## src/rtl/pwm_pkg.sv

```systemverilog
// Shared types and constants for the PWM duty ramp sequencer.
// Duty width, duty ceiling, FSM state and ramp direction enums.
package pwm_pkg;

  localparam int DUTY_W = 4;
  localparam logic [DUTY_W-1:0] DUTY_MAX = 4'd10;

  typedef enum logic [1:0] {
    IDLE,
    DWELL,
    STEP,
    DONE
  } ramp_state_t;

  typedef enum logic {
    UP,
    DOWN
  } ramp_dir_t;

  // Targets above the ceiling are pulled down to it.
  function automatic logic [DUTY_W-1:0] clamp_duty(
    input logic [DUTY_W-1:0] d
  );
    return (d > DUTY_MAX) ? DUTY_MAX : d;
  endfunction

endpackage

```

## src/rtl/pwm_duty_ramp_ctrl_if.sv

```systemverilog
// Target request channel of the duty ramp sequencer.
// Valid/ready handshake carrying target duty and dwell length.
interface pwm_duty_ramp_ctrl_if
  import pwm_pkg::*;
#(
  parameter int DWELL_W = 16
);

  logic               tgt_valid;
  logic               tgt_ready;
  logic [DUTY_W-1:0]  tgt_duty;
  logic [DWELL_W-1:0] dwell_cycles;

  modport master (
    output tgt_valid,
    output tgt_duty,
    output dwell_cycles,
    input  tgt_ready
  );

  modport slave (
    input  tgt_valid,
    input  tgt_duty,
    input  dwell_cycles,
    output tgt_ready
  );

endinterface

```

## src/rtl/pwm_dwell_timer.sv

```systemverilog
// Loadable down-counter timing the dwell between duty steps.
// Expires on the unheld edge where the count reaches one.
module pwm_dwell_timer #(
  parameter int W = 16
) (
  input  logic         clk,
  input  logic         reset,
  input  logic         load,
  input  logic [W-1:0] load_val,
  input  logic         en,
  input  logic         hold,
  output logic         expire
);

  logic [W-1:0] count;

  assign expire = en && !hold &&
                  (count == W'(1));

  // Load wins; otherwise count down while enabled and not held.
  always_ff @(posedge clk or posedge reset) begin
    if (reset) begin
      count <= '0;
    end else if (load) begin
      count <= load_val;
    end else if (en && !hold &&
                 count != '0) begin
      count <= count - W'(1);
    end
  end

endmodule

```

## src/rtl/pwm_duty_ramp_ctrl.sv

```systemverilog
// Soft-start ramp sequencer driving the PWM generator duty.
// Optional direct jump on zero dwell: PWM_RAMP_DIRECT_EN.
module pwm_duty_ramp_ctrl
  import pwm_pkg::*;
#(
  parameter int DWELL_W = 16,
  parameter logic [DUTY_W-1:0] RESET_DUTY = 4'd5
) (
  input  logic              clk,
  input  logic              reset,
  pwm_duty_ramp_ctrl_if.slave req,
  input  logic              hold,
  input  logic              abort,
  output logic [DUTY_W-1:0] duty_out,
  output logic              inc_pulse,
  output logic              dec_pulse,
  output logic              busy,
  output logic              done
);

  ramp_state_t state, state_nxt;
  ramp_dir_t   dir_q, dir_nxt;

  logic [DUTY_W-1:0]  duty_nxt;
  logic [DUTY_W-1:0]  tgt_q, tgt_nxt;
  logic [DUTY_W-1:0]  tgt_in;
  logic [DWELL_W-1:0] dwell_q, dwell_nxt;
  logic [DWELL_W-1:0] dwell_in;
  logic [DWELL_W-1:0] tmr_val;
  logic               tmr_load;
  logic               tmr_en;
  logic               tmr_exp;
  logic               hs;
  logic               direct;

  assign req.tgt_ready = (state == IDLE);
  assign hs = req.tgt_valid &&
              (state == IDLE);

  assign tgt_in = clamp_duty(req.tgt_duty);
  assign dwell_in =
    (req.dwell_cycles == '0) ?
    DWELL_W'(1) : req.dwell_cycles;

`ifdef PWM_RAMP_DIRECT_EN
  assign direct = (req.dwell_cycles == '0);
`else
  assign direct = 1'b0;
`endif

  assign tmr_en = (state == DWELL) && !abort;

  pwm_dwell_timer #(
    .W(DWELL_W)
  ) u_timer (
    .clk      (clk),
    .reset    (reset),
    .load     (tmr_load),
    .load_val (tmr_val),
    .en       (tmr_en),
    .hold     (hold),
    .expire   (tmr_exp)
  );

  // State, duty, latched target, direction and dwell registers.
  always_ff @(posedge clk or posedge reset) begin
    if (reset) begin
      state    <= IDLE;
      duty_out <= RESET_DUTY;
      tgt_q    <= RESET_DUTY;
      dir_q    <= UP;
      dwell_q  <= DWELL_W'(1);
    end else begin
      state    <= state_nxt;
      duty_out <= duty_nxt;
      tgt_q    <= tgt_nxt;
      dir_q    <= dir_nxt;
      dwell_q  <= dwell_nxt;
    end
  end

  // Next state, duty update and dwell timer reloads.
  always_comb begin
    state_nxt = state;
    duty_nxt  = duty_out;
    tgt_nxt   = tgt_q;
    dir_nxt   = dir_q;
    dwell_nxt = dwell_q;
    tmr_load  = 1'b0;
    tmr_val   = dwell_q;
    unique case (state)
      IDLE: begin
        if (hs) begin
          tgt_nxt   = tgt_in;
          dwell_nxt = dwell_in;
          if (tgt_in == duty_out) begin
            state_nxt = DONE;
          end else begin
            dir_nxt = (tgt_in > duty_out) ?
                      UP : DOWN;
            if (direct) begin
              duty_nxt  = tgt_in;
              state_nxt = STEP;
            end else begin
              tmr_load  = 1'b1;
              tmr_val   = dwell_in;
              state_nxt = DWELL;
            end
          end
        end
      end
      DWELL: begin
        if (abort) begin
          state_nxt = IDLE;
        end else if (tmr_exp) begin
          duty_nxt = (dir_q == UP) ?
                     duty_out + 1'b1 :
                     duty_out - 1'b1;
          state_nxt = STEP;
        end
      end
      STEP: begin
        if (abort) begin
          state_nxt = IDLE;
        end else if (duty_out == tgt_q) begin
          state_nxt = DONE;
        end else begin
          tmr_load  = 1'b1;
          state_nxt = DWELL;
        end
      end
      DONE: begin
        state_nxt = IDLE;
      end
      default: begin
        state_nxt = IDLE;
      end
    endcase
  end

  assign busy = (state == DWELL) ||
                (state == STEP);
  assign done = (state == DONE);
  assign inc_pulse = (state == STEP) &&
                     (dir_q == UP);
  assign dec_pulse = (state == STEP) &&
                     (dir_q == DOWN);

endmodule
```

## src/flat_wrapper.sv

```systemverilog
// flat-port wrapper written by rule: the top's interface ports become plain ports
module pwm_duty_ramp_ctrl_flat import pwm_pkg::*;
#(
  parameter int DWELL_W = 16,
  parameter logic [DUTY_W-1:0] RESET_DUTY = 4'd5
)
  (clk, reset, hold, abort, duty_out, inc_pulse, dec_pulse, busy, done, req_tgt_valid, req_tgt_duty, req_dwell_cycles, req_tgt_ready);
  pwm_duty_ramp_ctrl_if #(.DWELL_W(DWELL_W)) req_i ();
  input  logic clk;
  input  logic reset;
  input  logic hold;
  input  logic abort;
  output logic [DUTY_W-1:0] duty_out;
  output logic inc_pulse;
  output logic dec_pulse;
  output logic busy;
  output logic done;
  input wire logic [$bits(req_i.tgt_valid)-1:0] req_tgt_valid;
  input wire logic [$bits(req_i.tgt_duty)-1:0] req_tgt_duty;
  input wire logic [$bits(req_i.dwell_cycles)-1:0] req_dwell_cycles;
  output wire logic [$bits(req_i.tgt_ready)-1:0] req_tgt_ready;
  assign req_i.tgt_valid = req_tgt_valid;
  assign req_i.tgt_duty = req_tgt_duty;
  assign req_i.dwell_cycles = req_dwell_cycles;
  assign req_tgt_ready = req_i.tgt_ready;
  pwm_duty_ramp_ctrl #(.DWELL_W(DWELL_W), .RESET_DUTY(RESET_DUTY)) u_core (.clk(clk), .reset(reset), .req(req_i), .hold(hold), .abort(abort), .duty_out(duty_out), .inc_pulse(inc_pulse), .dec_pulse(dec_pulse), .busy(busy), .done(done));
endmodule
```

## config.mk

```make
export PLATFORM = sky130hd
export DESIGN_NAME = pwm_duty_ramp_ctrl_flat
export DESIGN_NICKNAME = d
export VERILOG_FILES = /design/src/rtl/pwm_pkg.sv /design/src/rtl/pwm_duty_ramp_ctrl_if.sv /design/src/rtl/pwm_dwell_timer.sv /design/src/rtl/pwm_duty_ramp_ctrl.sv /design/src/flat_wrapper.sv
export SDC_FILE = /design/constraint.sdc
export NUM_CORES = 1
export LEC_CHECK = 0
export CORE_MARGIN = 2
export CORE_UTILIZATION = 25
export CTS_BUF_LIST = sky130_fd_sc_hd__clkbuf_8
export DETAILED_ROUTE_END_ITERATION = 12
export GPL_TIMING_DRIVEN = 0
export SYNTH_ARGS = -nofsm -noshare
export SYNTH_HDL_FRONTEND = slang
export SYNTH_SLANG_ARGS = --single-unit
export TNS_END_PERCENT = 50
```

## constraint.sdc

```tcl
create_clock -name clk -period 5.9 [get_ports clk]
set_clock_uncertainty 0.15 [all_clocks]
set_input_delay 1.18 -clock clk [delete_from_list [all_inputs] [get_ports clk]]
set_output_delay 1.18 -clock clk [all_outputs]
set_load 0.005 [all_outputs]
```

After elaboration in Yosys (flattened, before gate mapping)
Index checks and enable logic that the tools add are counted.

Bits in registers: 43. Output and inout port bits: 9. Logic and storage cells: 61.

Add/sub/neg operators: 3. Order comparisons: 2. Equal/unequal tests: 8. Multiplexer cells: 21. Bitwise logic cells: 3. Reduce and logical (&&, ||, !) cells: 18.

Operators by type and width (number): 16-bit two-way mux (6); 16-bit by 1-bit == test with 1-bit output (second input constant) (1); 16-bit zero test (1); 16-bit nonzero test (1); 16-bit by 1-bit subtractor with 16-bit output (second input constant) (1); 2-bit two-way mux (6); 4-bit == test (2); 4-bit two-way mux (2); 2-bit case mux with 4 select lines (1); 1-bit logical AND (7); 3-bit AND reduction (2); 1-bit two-way mux (5); 4-bit by 1-bit adder with 4-bit output (second input constant) (1); 2-bit == test (second input constant) (2); 4-bit > comparator (1); 4-bit > comparator (second input constant) (1); 2-bit AND reduction (2); 4-bit by 1-bit subtractor with 4-bit output (second input constant) (1); 3-bit by 2-bit inequality test with 1-bit output (second input constant) (1); 1-bit NOT (3); 2-bit by 1-bit == test with 1-bit output (second input constant) (1); 1-bit zero test (2); 2-bit zero test (1); 2-bit by 1-bit inequality test with 1-bit output (second input constant) (1); 3 further kinds (3).

Logic depth before layout (Yosys ltp)
Gate-level depths: netlist of the first run.

Word-level depth: 7. Depth in mapped cells: 10. Mapped depth without buffers: 8.

Modules after synthesis
A second synthesis of the first run with hierarchy kept.

Cell total of the unflattened synthesis: 270. Area total of the unflattened synthesis: 2846.5 µm².

Modules (own cells, without submodules): pwm_duty_ramp_ctrl (instances 1, cells an instance 142, area an instance 1746.7 µm², seq. area each 681.9 µm²); pwm_dwell_timer (instances 1, cells an instance 128, area an instance 1099.8 µm², seq. area each 400.4 µm²).

Least setup slack after synthesis of the first run
OpenSTA, ideal clock, no wires.

Kind: input port to flip-flop. From: input port req_tgt_duty[2]. To: register u_core.u_timer.count[4]. Data arrival time: 2.771 ns. Slack: 2.843 ns. Stages on the path: 10. Buffers on the path: 2. Cells stage by stage: o21ai_0 > nand2_1 > ha_1 > nand4_1 > nand3_1 > clkbuf_1 > o21ai_0 > clkbuf_1 > nor2_1 > a21oi_1.

Word-level cells in the longest chain between the ends: 7.

Ends and longest elaborated chain: start, declared (RTL line flat_wrapper.sv:19) `input wire logic [$bits(req_i.tgt_duty)-1:0] req_tgt_duty;`; 4-bit > comparator (RTL line pwm_pkg.sv:24) `return (d > DUTY_MAX) ? DUTY_MAX : d;`; 4-bit two-way mux (*) (RTL line pwm_pkg.sv:24); 4-bit == test (*) (RTL line pwm_duty_ramp_ctrl.sv:96) `if (tgt_in == duty_out) begin`; 1-bit two-way mux or 16-bit two-way mux (tied branches) (RTL line pwm_duty_ramp_ctrl.sv:96); 1-bit two-way mux or 16-bit two-way mux (tied branches) (RTL line pwm_duty_ramp_ctrl.sv:93) `if (hs) begin`; 1-bit case mux with 2 select lines or 16-bit two-way mux (tied branches) (RTL line pwm_duty_ramp_ctrl.sv:91) `unique case (state)`; 16-bit two-way mux or 2-bit nonzero test (tied branches); end signal, assigned (RTL line pwm_dwell_timer.sv:25) `count <= load_val;`; end signal, assigned (RTL line pwm_dwell_timer.sv:28) `count <= count - W'(1);`; end, declared (RTL line pwm_dwell_timer.sv:15) `logic [W-1:0] count;`.

Mark *: on every way between the ends. The rest lies on a longest branch, timed or not. A chain may end at the register's enable or synchronous reset.

Worst setup path in the final report of the first run
From: input port req_tgt_duty[2]. To: register u_core.u_timer.count[3].

Same word-level chain as after synthesis.

==> impl_metrics.csv, run 1 <==
group,metric,value,unit
outcome,status,"complete, no violations",
final_layout,stdcell_area,3208,um^2
sta,max_freq,254.6,MHz
global_route,grt_pass1_wl,9798,um
floorplan,initial_core_util,25.41,%
floorplan,core_area,10180,um^2
yosys,syn_nets,284,
detailed_routing,vias_per_cell,4.583,
min_path,worstHoldPathType,"flip-flop to flip-flop",
detailed_routing,first_pass_iters,4,
place,place_hpwl,4525,um
yosys,ys_ff_latch,43,
setup_path,path_max_fanout,10,
setup_path,reg2reg_from,"u_core.duty_out[2]$_DFFE_PP1P_",
setup_path,setup.worst_path.end_class,"flip-flop",
yosys,syn_area,2587,um^2
sta,fin_crit_sh,66.58,%
cts,numCtsBuffers,5,
cts,path_clk_slew,0.07,ns
floorplan,dieArea,11180,um^2
final_layout,final_common_cell,"dfrtp_1",
final_layout,final_cell_mix,"dfrtp_1 (38), clkdlybuf4s50_1 (33), mux2_2 (30)",
sta,hold_violations,0,
floorplan,ios,34,
yosys,postSynth.asyncResetShare,100.0,%
final_layout,nNetsFinal,325,
sta,post-route-min-period,3.928,ns
final_layout,regArea,1082,um^2
yosys,synth_ff_type,"dfrtp_1",
cts,post_cts_buffers,0,
detailed_routing,drt_wl_total,5802,um
setup_path,cp_top_family,"buffers and inverters",
place,port-buffer-count,33,
final_layout,multi_input_area,1434,um^2
run,cap_violations,0,
sta,setup_viol,0,
setup_path,cp-start-kind,"input port",
setup_path,worstSetupStartpoint,"req_tgt_duty[2]",
sta,relSlewSlack,57.61,%
cts,cts_hold_buf,0,
cts,htree_levels,2,
global_route,antenna_found_initial,0,
place,placed_area,3108,um^2
floorplan,die_y,105.7,um
floorplan,die_x,105.7,um
setup_path,cpMaxStageDelayCell,"clkbuf_1",
place,gp_congestion,0.8246,
yosys,synth_enable_flop_cells,0,
pwr,p_leak,1.268,nW
yosys,yosysWarnings,0,
cts,cts.sinks,43,
setup_path,worstPathRequired,5.90,ns
yosys,synth_cells,246,
setup_path,critPathBufInv,3,
detailed_routing,via_count,1943,
final_layout,num-fill-cells,1070,
detailed_routing,route.detailed.drc,0,
final_layout,drive_above_1_share,18.75,%
cts,insertion_delay,0.29,ns
detailed_routing,antenna_left,0,
yosys,ys_types,41,
global_route,grt-ovfl-total,0,
setup_path,critical_path.cell_chain,"clkdlybuf4s50_1 > o21ai_0 > nand2_1 > ha_1 > nand4_1 > nand3_1 > clkbuf_1 > o21ai_0 > clkbuf_1 > nor2_1 > a21oi_1",
cts,cts_root_buffer,"clkbuf_8",
cts,cts_tree,"yes",
setup_path,worstSetupPathType,"input port to flip-flop",
pwr,peakVddDrop,0.1405,mV
detailed_routing,wl_per_cell,13.68,um
pwr,p_per_area,423.0,nW/um^2
setup_path,arrival,3.93,ns
final_layout,antenna_cells,0,
sta,timing.final.max_slew_violations,0,
cts,ctsResizeCount,0,
sta,worstMarginPinSlew,0.6358,ns
sta,fin_setup_tns,0,ns
global_route,grt_max_degree,26,
global_route,grt_usage,10.79,%
final_layout,area_growth,23.98,%
floorplan,rows,37,
sta,rsz0062_at_grt,"no",
global_route,grt_pass1_vias,1928,
min_path,hp-start,"u_core.tgt_q[0]$_DFFE_PP1P_",
yosys,avgSynthCellArea,10.52,um^2
yosys,ys_seq_area_share,41.83,%
cts,cts_buffer_depth,2,
detailed_routing,drtIter0Drc,96,
setup_path,cp_slowest_stage_delay,0.50,ns
==> report_power, final <==
group	internal, W	switching, W	total, W
sequential	0.000436	0.000113	0.000550
clock	0.000105	0.0000968	0.000202
combinational	0.000315	0.000291	0.000605
==> final timing paths <==
path | end | slack, ns | cells after the start
setup reg to reg | u_core.u_timer.count[3]$_DFFE_PP0P_ | 3.01 | 9
setup / recovery | u_core.u_timer.count[3]$_DFFE_PP0P_ | 1.97 | 11
hold reg to reg | u_core.tgt_q[0]$_DFFE_PP1P_ | 0.34 | 2
max in group asynchronous | u_core.dwell_q[0]$_DFFE_PP1P_ | 4.00 | 3
min in group asynchronous | u_core.dwell_q[3]$_DFFE_PP0P_ | 1.06 | 2
hold / removal | u_core.tgt_q[0]$_DFFE_PP1P_ | 0.34 | 2
==> worst reg2reg max path, stage by stage (launching register included) <==
cell      delay (ns)
dfstp_2         0.58
inv_1           0.05
ha_1            0.29
nand4_1         0.14
nand3_1         0.13
clkbuf_1        0.50
o21ai_0         0.35
clkbuf_1        0.34
nor2_1          0.17
a21oi_1         0.05
==> metal layers <==
metal | up-vias | share of wire (%) | global-route usage [%]
met5 | - | 0 | 0
met4 | 0 | 1.1 | 2.538
met1 | 943 | 48 | 14.43
met3 | 5 | 2.6 | 1.793
li1 | 963 | - | -
met2 | 32 | 49 | 18.20
==> sequential cells by signal, indices dropped and copies added, names as in the netlist <==
register and count:
u_core.tgt_q 4, u_core.dwell_q 16, u_core.dir_q 1, u_core.u_timer.count 16, u_core.state 2, u_core.duty_out 4
==> per-stage QoR <==
stage / setup slack [ns] / utilization (%) / hold WS, ns / power, W / std cells
after floorplan: 2.843 / - / 0.3102 / 0.0009769 / 246
final: 1.972 / 31.50 / 0.3394 / 0.001357 / 424
after global placement: 1.684 / 30.32 / 0.3225 / 0.001140 / 415
after global routing: 1.703 / 31.50 / 0.3592 / 0.001465 / 424
after CTS: 1.945 / 31.50 / 0.3431 / 0.001369 / 424
after detailed placement: 1.632 / 30.52 / 0.3304 / 0.001162 / 416
==> cell families after synthesis <==
family / after synthesis / share of synthesized area, %
flops: 43 / 41.83
buf+inv: 19 / 2.756
mux: 35 / 15.18
simple gates: 76 / 17.60
fa+ha+maj: 13 / 6.576
xor+xnor: 21 / 7.108
compound gates: 39 / 8.946
==> cell type report <==
class	instances	share of cell area [%]
Sequential cell	43	33.74
Timing Repair Buffer	34	10.92
Tap cell	136	5.304
Clock inverter	1	0.1170
Inverter	11	1.287
Multi-Input combinational cell	184	44.70
Clock buffer	7	3.003
Buffer	8	0.9360
==> Yosys cell counts, types with 2 or more instances <==
cell type  number  share of area, %
a211oi_1        3              0.87
a21o_1          2              0.58
a21oi_1         7               1.4
buf_1           2              0.29
clkbuf_1        6              0.87
dfrtp_1        38                37
dfstp_2         5               5.1
ha_1           12               5.8
inv_1          11               1.6
mux2_2         30                13
mux2i_1         4               1.5
nand2_1        23               3.3
nand3_1         3              0.58
nand4_1         3              0.73
nor2_1         10               1.5
nor2b_1         5               1.2
nor3_1          6               1.2
nor4_1         12               2.9
o21a_1          2              0.58
o21ai_0        18               3.5
or3_1           2              0.48
or3b_2          2              0.68
or4_4           3               1.3
xnor2_1        14               4.7
xor2_1          7               2.4
Note: power is estimated with default switching activity, not from simulation.
==> run 2, diff against run 1 <==
Clock period 5.9 ns to 3.4 ns, I/O delays scaled along.
==> run 2 against run 1 <==
Sequential share of layout area about the same. Cell count unchanged. Utilization about the same. Design area about the same. Critical endpoint is now u_core.u_timer.count[6]$_DFFE_PP0P_.
==> impl_metrics.csv, run 2 (same netlist as run 1, synthesis figures left out) <==
group,metric,value,unit
sta,relSlewSlack,57.62,%
cts,htree_levels,2,
place,placed_area,3108,um^2
sta,max_freq,317.6,MHz
setup_path,rr_endpoint,"u_core.u_timer.count[6]$_DFFE_PP0P_",
floorplan,die_x,105.7,um
detailed_routing,drt_wl_total,5803,um
floorplan,die_y,105.7,um
final_layout,drive_above_1_share,19.10,%
final_layout,final_cell_mix,"dfrtp_1 (38), clkdlybuf4s50_1 (33), mux2_2 (30)",
sta,rsz0062_at_grt,"no",
sta,post-route-min-period,3.149,ns
place,port-buffer-count,33,
sta,timing.final.max_slew_violations,0,
detailed_routing,vias_per_cell,4.583,
final_layout,nNetsFinal,325,
place,place_hpwl,4525,um
setup_path,r2r_slack,0.77,ns
setup_path,worstSetupPathType,"input port to flip-flop",
final_layout,num-fill-cells,1069,
setup_path,rr_worst_depth,8,
cts,cts.sinks,43,
final_layout,stdcell_area,3209,um^2
detailed_routing,drtIter0Drc,100,
floorplan,dieArea,11180,um^2
outcome,status,"complete, no violations",
floorplan,initial_core_util,25.41,%
global_route,grt_pass1_vias,1928,
setup_path,cp-start-kind,"input port",
place,placedCellCount,416,
cts,cts_root_buffer,"clkbuf_8",
setup_path,setup.worst_path.end_class,"flip-flop",
pwr,peakVddDrop,0.2438,mV
place,gp_congestion,0.8246,
pwr,p_leak,1.271,nW
final_layout,finalNonFillerCells,424,
detailed_routing,route.detailed.drc,0,
cts,numCtsBuffers,5,
pwr,p_per_area,734.0,nW/um^2
detailed_routing,wl_per_cell,13.69,um
global_route,grt_usage,10.79,%
setup_path,arrival,3.14,ns
setup_path,reg2reg_from,"u_core.duty_out[2]$_DFFE_PP1P_",
sta,hold_violations,0,
floorplan,ios,34,
global_route,antenna_found_initial,0,
min_path,worstHoldPathType,"flip-flop to flip-flop",
final_layout,final_common_cell,"dfrtp_1",
setup_path,worstPathRequired,3.40,ns
min_path,hold_depth,2,
cts,cts_tree,"yes",
floorplan,core_area,10180,um^2
sta,setup_viol,0,
run,cap_violations,0,
detailed_routing,via_count,1943,
cts,path_clk_slew,0.07,ns
global_route,grt-ovfl-total,0,
floorplan,rows,37,
final_layout,antenna_cells,0,
sta,fin_crit_sh,92.62,%
final_layout,largestRegisters,"u_core.dwell_q (16), u_core.u_timer.count (16)",
final_layout,area_growth,24.03,%
global_route,grt_max_degree,26,
final_layout,finish.utilization,31.51,%
detailed_routing,antenna_left,0,
sta,worstMarginPinSlew,0.6358,ns
min_path,worstHoldEndpoint,"u_core.tgt_q[0]$_DFFE_PP1P_",
global_route,grt_pass1_wl,9798,um
min_path,hp-start,"u_core.tgt_q[0]$_DFFE_PP1P_",
detailed_routing,first_pass_iters,4,
cts,insertion_delay,0.29,ns
setup_path,path_max_fanout,10,
cts,cts_buffer_depth,2,
-- run 2: cell counts in the layout (fill, tap and decap cells not counted) --
No cell type changed its count.
-- run 2: area by class of cell --
cell class                      count  area [um^2]  area share (%)
Tap cell                          136        170.2           5.302
Buffer                              8        31.28          0.9747
Clock inverter                      1        3.754          0.1170
Inverter                           11        41.29           1.287
Timing Repair Buffer               34        350.3           10.92
Sequential cell                    43         1082           33.72
Clock buffer                        7        96.34           3.002
Multi-Input combinational cell    184         1434           44.68
-- run 2: repair_timing --
action / CTS / global route
setup buffers: 0 / 0
endpoints found under the setup margin: 14 / 0
hold buffers: 0 / 0
gates resized for setup: 1 / 0
-- run 2: worst max-delay path, cell delays in order --
cell,delay [ns]
clkdlybuf4s50_1,0.44
o21ai_0,0.25
nand2_1,0.11
ha_1,0.28
nand4_1,0.13
nand3_1,0.11
clkbuf_2,0.26
o21ai_0,0.24
clkbuf_1,0.46
o21ai_0,0.19
-- run 2: metrics by stage --
step                      hold WS [ns]  setup slack [ns]  total power, W  TNS [ns]
after CTS                       0.3431            0.2365        0.002376         0
final                           0.3394            0.2510        0.002356         0
after detailed placement        0.3304           -0.3685        0.002016    -5.477
after global routing            0.3592           0.02952        0.002544         0
after global placement          0.3225           -0.3158        0.001979    -4.596
after floorplan                 0.3102            0.8427        0.001695         0
-- run 2: how the worst max path moves through the flow --
| stage | start | end | cells after the start |
|---|---|---|---|
| floorplan | req_tgt_duty[2] | u_core.u_timer.count[4]$_DFFE_PP0P_ | 10 |
| global placement | req_tgt_duty[2] | u_core.u_timer.count[15]$_DFFE_PP0P_ | 11 |
| detailed placement | req_tgt_duty[2] | u_core.u_timer.count[15]$_DFFE_PP0P_ | 11 |
| CTS | req_tgt_duty[2] | u_core.u_timer.count[6]$_DFFE_PP0P_ | 10 |
| global route | req_tgt_duty[2] | u_core.u_timer.count[0]$_DFFE_PP0P_ | 10 |
| finish | req_tgt_duty[2] | u_core.u_timer.count[6]$_DFFE_PP0P_ | 10 |
-- run 2: where the power goes --
part           internal (W)  switching [W]
Sequential         0.000757       0.000197
Clock              0.000182       0.000168
Combinational      0.000547       0.000504
Total               0.00149       0.000869
-- run 2: routing by layer --
metal  GRT usage [%]  part of all wire, %  wire (um)
met1           14.43                   48       2776
met4           2.538                  1.1         61
met3           1.793                  2.6        150
met5               0                    0          0
met2           18.20                   49       2815
==> run 3, diff against run 2 <==
Settings changed: CORE_UTILIZATION 25 to 52, PLACE_DENSITY set to 0.79, TNS_END_PERCENT 50 to not set.
==> run 3 against run 2 <==
Die area shrank 50%. Power decreased by 0.22%. Count of clock-buffer cells in the layout unchanged. Sequential cell count is the same. First-iteration DRC count is 18% lower. Worst hold slack worse by 0.0021 ns. Wire length shrank 6.5%. Global-route usage grew 11 points. Sequential power barely moved. Combinational power about the same. Via count rose by 0.62%. Largest power group unchanged.
==> impl_metrics.csv, run 3 (same netlist as run 1, synthesis figures left out) <==
group,metric,value,unit
outcome,status,"complete, no violations",
detailed_routing,wl_per_cell,15.32,um
setup_path,cp_top_family,"buffers and inverters",
sta,relSlewSlack,39.85,%
place,port-buffer-count,33,
sta,setup_viol,0,
min_path,hp-start,"u_core.dwell_q[0]$_DFFE_PP1P_",
cts,numCtsBuffers,5,
setup_path,rr_endpoint,"u_core.u_timer.count[10]$_DFFE_PP0P_",
cts,htree_levels,2,
pwr,total_power,0.002350,W
global_route,grt_pass1_wl,9073,um
pwr,net-switching-power,0.0008663,W
cts,cts_tree,"yes",
setup_path,worstPathRequired,3.41,ns
setup_path,r2r_slack,0.82,ns
setup_path,path_depth,10,
pwr,p_sw_share,36.86,%
detailed_routing,via_count,1955,
setup_path,cpMaxStageDelayCell,"clkbuf_1",
cts,cts_root_buffer,"clkbuf_8",
global_route,grt_pass1_vias,1905,
pwr,intPower,0.001484,W
detailed_routing,drt_wl_total,5424,um
sta,rsz0062_at_grt,"no",
sta,timing.final.max_slew_violations,0,
cts,insertion_delay,0.30,ns
setup_path,rr_worst_depth,8,
setup_path,path_max_fanout,10,
detailed_routing,antenna_left,0,
global_route,grt_usage,21.65,%
min_path,worstHoldPathType,"flip-flop to flip-flop",
run,cap_violations,0,
cts,post_cts_buffers,0,
place,place_hpwl,4056,um
setup_path,worstSetupPathType,"input port to flip-flop",
setup_path,setup.worst_path.end_class,"flip-flop",
floorplan,ios,34,
final_layout,largestRegisters,"u_core.dwell_q (16), u_core.u_timer.count (16)",
floorplan,dieArea,5556,um^2
final_layout,finish.utilization,65.26,%
pwr,p_leak,1.262,nW
floorplan,die_x,74.54,um
global_route,antenna_found_initial,0,
cts,cts.sinks,43,
setup_path,critical_path.cell_chain,"clkdlybuf4s50_1 > o21ai_0 > nand2_1 > ha_1 > nand4_1 > nand3_1 > clkbuf_1 > mux2_2 > nand2_1 > o21ai_0",
pwr,pwr-share-comb,44.5,%
floorplan,rows,25,
final_layout,final_cell_mix,"dfrtp_1 (38), clkdlybuf4s50_1 (33), mux2_2 (30)",
cts,path_clk_slew,0.08,ns
final_layout,area_growth,19.92,%
final_layout,final_common_cell,"dfrtp_1",
final_layout,nNetsFinal,324,
sta,fin_crit_sh,87.66,%
pwr,seq_power_share,40.5,%
global_route,grt-ovfl-total,0,
setup_path,critPathCapture,"u_core.u_timer.count[10]$_DFFE_PP0P_",
sta,fin_setup_tns,0,ns
detailed_routing,first_pass_iters,5,
floorplan,die_y,74.54,um
pwr,peakVddDrop,0.4724,mV
place,gp_congestion,0.8486,
setup_path,worstSetupStartpoint,"req_tgt_duty[2]",
cts,cts_buffer_depth,2,
detailed_routing,route.detailed.drc,0,
pwr,pwr-share-clk,15.0,%
cts,cts_hold_buf,0,
detailed_routing,drtIter0Drc,82,
sta,worstMarginPinSlew,0.9009,ns
place,placed_area,3002,um^2
setup_path,reg2reg_from,"u_core.duty_out[2]$_DFFE_PP1P_",
pwr,p_per_area,757.4,nW/um^2
cts,ctsResizeCount,0,
floorplan,initial_core_util,54.42,%
sta,hold-worst-slack,0.3373,ns
min_path,hold_depth,2,
final_layout,stdcell_area,3103,um^2
setup_path,arrival,2.99,ns
detailed_routing,vias_per_cell,5.523,
sta,max_freq,335.5,MHz
final_layout,drive_above_1_share,18.82,%
sta,post-route-min-period,2.980,ns
global_route,grt_max_degree,44,
setup_path,cp_slowest_stage_delay,0.47,ns
sta,hold_violations,0,
setup_path,critPathBufInv,2,
setup_path,cp-start-kind,"input port",
final_layout,antenna_cells,0,
floorplan,core_area,4755,um^2
run 3: worst reg2reg max path, cell delays in order, from the launching register on:
cell,delay [ns]
dfstp_2,0.59
inv_1,0.06
ha_1,0.30
nand4_1,0.16
nand3_1,0.14
clkbuf_1,0.47
mux2_2,0.42
nand2_1,0.08
o21ai_0,0.08
run 3: metal layers:
layer	vias up	track usage, %	wire [um]
li1	960	-	-
met2	42	33.04	2503
met1	941	31.52	2628
met3	12	3.930	193
met4	0	6.944	99
met5	-	0	0
run 3: layout make-up:
cell class | count | area (um^2)
flip-flops and latches | 43 | 1082
well taps | 67 | 83.83
repair buffers | 33 | 330.3
fillers | 394 | 1652
clock buffers | 7 | 96.34
clock inverters | 1 | 3.754
plain buffers | 8 | 31.28
multi-input cells | 184 | 1434
inverters | 11 | 41.29
run 3: worst min path at each step:
stage          slack [ns]                            end
2_1_floorplan        0.31  u_core.dwell_q[0]$_DFFE_PP1P_
3_3_place_gp         0.32  u_core.dwell_q[0]$_DFFE_PP1P_
3_5_place_dp         0.33  u_core.dwell_q[0]$_DFFE_PP1P_
4_1_cts              0.34  u_core.dwell_q[0]$_DFFE_PP1P_
5_1_grt              0.35  u_core.dwell_q[0]$_DFFE_PP1P_
6_report             0.34  u_core.dwell_q[0]$_DFFE_PP1P_
run 3: power groups by stage:
stage / sequential, W / clock, W / combinational (W)
2_1_floorplan: 0.000908 / 0 / 0.000787
3_3_place_gp: 0.000940 / 0 / 0.00101
3_5_place_dp: 0.000957 / 0 / 0.00104
4_1_cts: 0.000948 / 0.000357 / 0.00105
5_1_grt: 0.000984 / 0.000372 / 0.00116
6_report: 0.000952 / 0.000352 / 0.00105
run 3: stage by stage:
stage                     instances  setup WS (ns)
after floorplan                 246         0.8427
after global placement          346       -0.05856
after detailed placement        346       -0.09365
after CTS                       354         0.1826
after global routing            354         0.2488
final                           354         0.4196
